**config.mk**
```make
export PLATFORM = sky130hd
export DESIGN_NAME = conv_encoder_param
export DESIGN_NICKNAME = d
export VERILOG_FILES = /design/src/rtl/conv_encoder_param.sv
export SDC_FILE = /design/constraint.sdc
export NUM_CORES = 1
export LEC_CHECK = 0
export CAP_MARGIN = 20
export CORE_MARGIN = 3
export CORE_UTILIZATION = 55
export DETAILED_ROUTE_END_ITERATION = 12
export DONT_BUFFER_PORTS = 1
export PLACE_DENSITY = 0.79
export REMOVE_ABC_BUFFERS = 1
export SLEW_MARGIN = 10
export SYNTH_ARGS = -nofsm -noshare
export SYNTH_HDL_FRONTEND = slang
export SYNTH_SLANG_ARGS = --single-unit
```
**constraint.sdc**
```tcl
create_clock -name clock -period 2.75 [get_ports clock]
set_input_delay 0.4125 -clock clock [delete_from_list [all_inputs] [get_ports clock]]
set_output_delay 0.4125 -clock clock [all_outputs]
set_load 0.02 [all_outputs]
```
**src/rtl/conv_encoder_param.sv**
```systemverilog
// conv_encoder_param
//   Rate-1/N feed-forward convolutional encoder with configurable constraint
//   length K, N output streams and per-stream generator polynomials. One input
//   bit per step yields one N-bit codeword. The codeword is held in an output
//   register, so a codeword appears one cycle after its bit is accepted. With
//   TERMINATE=1 every frame is flushed by K-1 zero tail bits after in_last,
//   which returns the window to the all-zero state.
//
// Ports
//   clock      rising-edge clock
//   reset      synchronous, active-high reset
//   in_valid   input bit valid
//   in_ready   encoder accepts in_data this cycle
//   in_data    information bit
//   in_last    final information bit of the frame (qualified by in_valid)
//   out_valid  codeword valid
//   out_ready  downstream accepts the codeword
//   out_data   codeword, bit j = parity of generator j over the window
//   out_last   final codeword of the frame
//   out_tail   codeword produced by a tail (zero) bit
module conv_encoder_param #(
  parameter int K         = 13,
  parameter int N         = 2,
  parameter     GENS      = {13'h11BF, 13'h1B51},
  parameter bit TERMINATE = 1'b1
) (
  input  logic         clock,
  input  logic         reset,
  input  logic         in_valid,
  output logic         in_ready,
  input  logic         in_data,
  input  logic         in_last,
  output logic         out_valid,
  input  logic         out_ready,
  output logic [N-1:0] out_data,
  output logic         out_last,
  output logic         out_tail
);

  localparam int TW = $clog2(K);
  localparam logic [N*K-1:0] GEN_VEC = GENS;

  // Elaboration-time parameter sanity checks.
  if (K < 3 || K > 32) begin : g_bad_k
    $error("conv_encoder_param: K must be in 3..32");
  end
  if (N < 2 || N > 8) begin : g_bad_n
    $error("conv_encoder_param: N must be in 2..8");
  end
  if ($bits(GENS) != N * K) begin : g_bad_width
    $error("conv_encoder_param: GENS width must equal N*K");
  end
  for (genvar g = 0; g < N; g++) begin : g_gen_chk
    // A generator without its first or last tap would shorten the effective
    // constraint length and break tail termination.
    if (GEN_VEC[g*K] == 1'b0 || GEN_VEC[g*K+K-1] == 1'b0) begin : g_bad_taps
      $error("conv_encoder_param: generator must have bit 0 and bit K-1 set");
    end
  end

  typedef enum logic {
    ST_RUN  = 1'b0,
    ST_TAIL = 1'b1
  } state_t;

  state_t         state_q, state_d;
  // Only the K-1 previous bits are stored; the current bit comes from the input.
  logic [K-2:0]   hist_q, hist_d;
  logic [TW-1:0]  tcnt_q, tcnt_d;
  logic           out_valid_q, out_valid_d;
  logic [N-1:0]   out_data_q, out_data_d;
  logic           out_last_q, out_last_d;
  logic           out_tail_q, out_tail_d;

  logic           slot_free;
  logic           step;
  logic           bit_in;
  logic [K-1:0]   win;
  logic [N-1:0]   parity;

  always_comb begin
    state_d     = state_q;
    hist_d      = hist_q;
    tcnt_d      = tcnt_q;
    out_data_d  = out_data_q;
    out_last_d  = out_last_q;
    out_tail_d  = out_tail_q;
    // A handshaken codeword is retired unless a new step replaces it below.
    out_valid_d = out_valid_q && !out_ready;
    in_ready    = 1'b0;
    step        = 1'b0;
    bit_in      = 1'b0;
    parity      = '0;

    // The output register can take a new codeword if it is empty or draining.
    slot_free = !out_valid_q || out_ready;

    case (state_q)
      ST_RUN: begin
        in_ready = slot_free;
        step     = in_valid && slot_free;
        bit_in   = in_data;
      end
      default: begin
        // Tail: feed zeros without consuming input.
        step = slot_free;
      end
    endcase

    win = {hist_q, bit_in};
    for (int j = 0; j < N; j++) begin
      parity[j] = ^(GEN_VEC[j*K +: K] & win);
    end

    if (step) begin
      out_valid_d = 1'b1;
      out_data_d  = parity;
      hist_d      = win[K-2:0];
      if (state_q == ST_RUN) begin
        out_tail_d = 1'b0;
        out_last_d = 1'b0;
        if (in_last) begin
          if (TERMINATE) begin
            tcnt_d  = TW'(K - 2);
            state_d = ST_TAIL;
          end else begin
            // Streaming mode: mark the frame end but keep the window running.
            out_last_d = 1'b1;
          end
        end
      end else begin
        out_tail_d = 1'b1;
        out_last_d = (tcnt_q == '0);
        tcnt_d     = tcnt_q - 1'b1;
        if (tcnt_q == '0) begin
          // Final tail bit: start the next frame from the zero state.
          tcnt_d  = '0;
          hist_d  = '0;
          state_d = ST_RUN;
        end
      end
    end
  end

  always_ff @(posedge clock) begin
    if (reset) begin
      state_q     <= ST_RUN;
      hist_q      <= '0;
      tcnt_q      <= '0;
      out_valid_q <= 1'b0;
      out_data_q  <= '0;
      out_last_q  <= 1'b0;
      out_tail_q  <= 1'b0;
    end else begin
      state_q     <= state_d;
      hist_q      <= hist_d;
      tcnt_q      <= tcnt_d;
      out_valid_q <= out_valid_d;
      out_data_q  <= out_data_d;
      out_last_q  <= out_last_d;
      out_tail_q  <= out_tail_d;
    end
  end

  assign out_valid = out_valid_q;
  assign out_data  = out_data_q;
  assign out_last  = out_last_q;
  assign out_tail  = out_tail_q;

endmodule

```
==> flow_summary.yaml <==
yosys:
  synth_area_leader_cell: "dfxtp_1"
  synth-edff-count: 0
  ys_seq_area_share_pct: 44.3
  synth_ff_type: "dfxtp_1"
  yosysTopAreaCellShare_pct: 44.3
  yosys-top-cells-area: "dfxtp_1, a21oi_1, nand3_1, nand2_1, xnor2_1"
  netlist_instances: 120
  async_flop_share_pct: 0
  synth.most_common_cell: "dfxtp_1"
  ys_seq_elements: 22
  avgSynthCellArea_um2: 8.29
  yosys_warnings: 0
  syn_area_um2: 995
  yosys-top-cells-count: "dfxtp_1, a21oi_1, nand2_1"
  yosysUniqueCellTypes: 27
final_layout:
  drive_gt1_share_pct: 4.27
  diodes: 0
  area_delta_synth_final_pct: 3.14
  fin_nets: 125
global_route:
  antenna_found_initial: 0
  grt_max_degree: 26
  grt-ovfl-total: 0
  first_global_vias: 768
  grt_pass1_wl_um: 3250
  grtUsageTotal_pct: 17.7
job:
  drv_cap: 0
die:
  ios: 12
  std_cell_rows: 14
  die_h_um: 48.5
  start_util_pct: 62.4
  design.die.area_mm2: 0.00235
  coreArea_mm2: 0.00159
  dieWidth_um: 48.5
timing:
  relSlewSlack_pct: 49.6
  tns_ns: 0
  post-route-period-util_pct: 63.1
  hold_slack_ns: 0.159
  hold_viol: 0
  min_period_ns: 1.73
  max_freq_ghz: 0.577
  worstMarginPinSlew_ns: 0.753
  finClkSkew_ns: 0.00133
  slew_viol_final: 0
  rsz0062_at_grt: "false"
  setup_viol: 0
cts:
  tritoncts.num_buffers: 3
  cts_tree: "done"
  cts_root_buf: "clkbuf_4"
  clk_path_buf_depth: 2
  clkSinkCount: 22
  cts_resized: 0
  cts_hold_buf: 0
  cts_setup_buffers: 0
  worstSkewPairLatency_ns: 0.30
  clk_pin_slew_ns: 0.11
  h-tree-depth: 1
place:
  gp_congestion: 0.761
  numPortBuffers: 0
  dp.final_hpwl_um: 1210
detailed_routing:
  drt_iter0_markers: 18
  wire_per_inst_um: 13.7
  drc_errors: 0
  wl_um: 1930
  vias_per_cell: 5.90
  first_pass_iters: 4
  num_vias: 832
  ant_nets: 0
pwr:
  p_per_area_mw_per_mm2: 561
  irDropWorstVdd_uv: 412
  leakagePower_uw: 0.000342
  power_uw: 576
worst_hold_path:
  hold_path.class: "in2reg"
  hp-start: "reset"
critical_path:
  required_ns: 2.34
  start_kind: "flop"
  arrival_ns: 1.32
  worst_setup_path_end_kind: "output pin"
  worstSetupPathType: "reg2out"
  crit_fanout: 5
  r2r-start: "state_q$_SDFFE_PP0P_"
  crit_start: "out_valid$_SDFF_PP0_"
outcome:
  run_status: "complete, no violations"
## area by class of cell
type                            instances  area, µm²
Clock buffer                            3       22.5
Multi-Input combinational cell         91        526
Tap cell                               24       30.0
Sequential cell                        22        440
Timing Repair Buffer                    1       7.51
Fill cell                             134        568
## report_power, final
group	leakage, µW	total (µW)	switching [µW]	internal (µW)
combinational	0.000149	76.8	46.2	30.6
sequential	0.000179	355	22.4	333
clock	0.0000138	144	92.8	51.1
total	0.000342	576	161	415
## layer usage
metal  part of all wire (%)  up-vias  track usage, %
met4                    2.9        0            9.00
met3                    6.5        7            5.21
li1                       -      412               -
met2                     42       33            28.2
met1                     48      380            21.7
met5                      0        -               0
## state kept, by name (all words and copies together), names as in the netlist
| name | flops |
|---|---|
| tcnt_q | 4 |
| state_q | 1 |
| hist_q | 12 |
| out_last | 1 |
| out_valid | 1 |
| out_data | 2 |
| out_tail | 1 |
## cells by family after synthesis
logic type	share of synthesized area, %
AOI/OAI and AO/OA	15.5
and+or+nand+nor	27.5
buffers and inverters	2.89
xor gates and xnor gates	9.81
DFF	44.3
## worst max-delay path: stages (launching register included)
cell     delay (ns)
dfxtp_1        0.48
nor2b_1        0.36
nor2_1         0.19
## placed cells by master (no fill, tap or decap), types with 2 or more instances in the layout
master	Yosys	layout
nand4_1	2	2
nor2_1	8	8
a21oi_1	18	18
xnor3_1	2	2
o21ai_0	3	3
nand2_1	17	17
xnor2_1	6	6
o21ai_1	2	2
dfxtp_1	22	22
nand3_1	13	13
nor3_1	3	3
nor2b_1	3	3
clkbuf_4	0	3
nand3b_1	2	2
## through the flow
stage | cells | setup slack, ns | area, µm² | utilization (%)
floorplan | 113 | 1.07 | 966 | -
global placement | 138 | 1.12 | 1000 | 63.0
detailed placement | 138 | 1.08 | 1000 | 63.0
CTS | 141 | 0.993 | 1030 | 64.4
global route | 141 | 0.834 | 1030 | 64.4
finish | 141 | 1.02 | 1030 | 64.4
## worst paths after layout
path                                                end  slack, ns  cells past startpoint
worst min register to register   hist_q[9]$_SDFFE_PP0P_       0.46                      2
worst max-delay path                           in_ready       1.02                      2
worst min-delay path             hist_q[7]$_SDFFE_PP0P_       0.16                      1
worst max register to register  hist_q[10]$_SDFFE_PP0P_       1.04                      4
(Power assumes the default switching activity.)
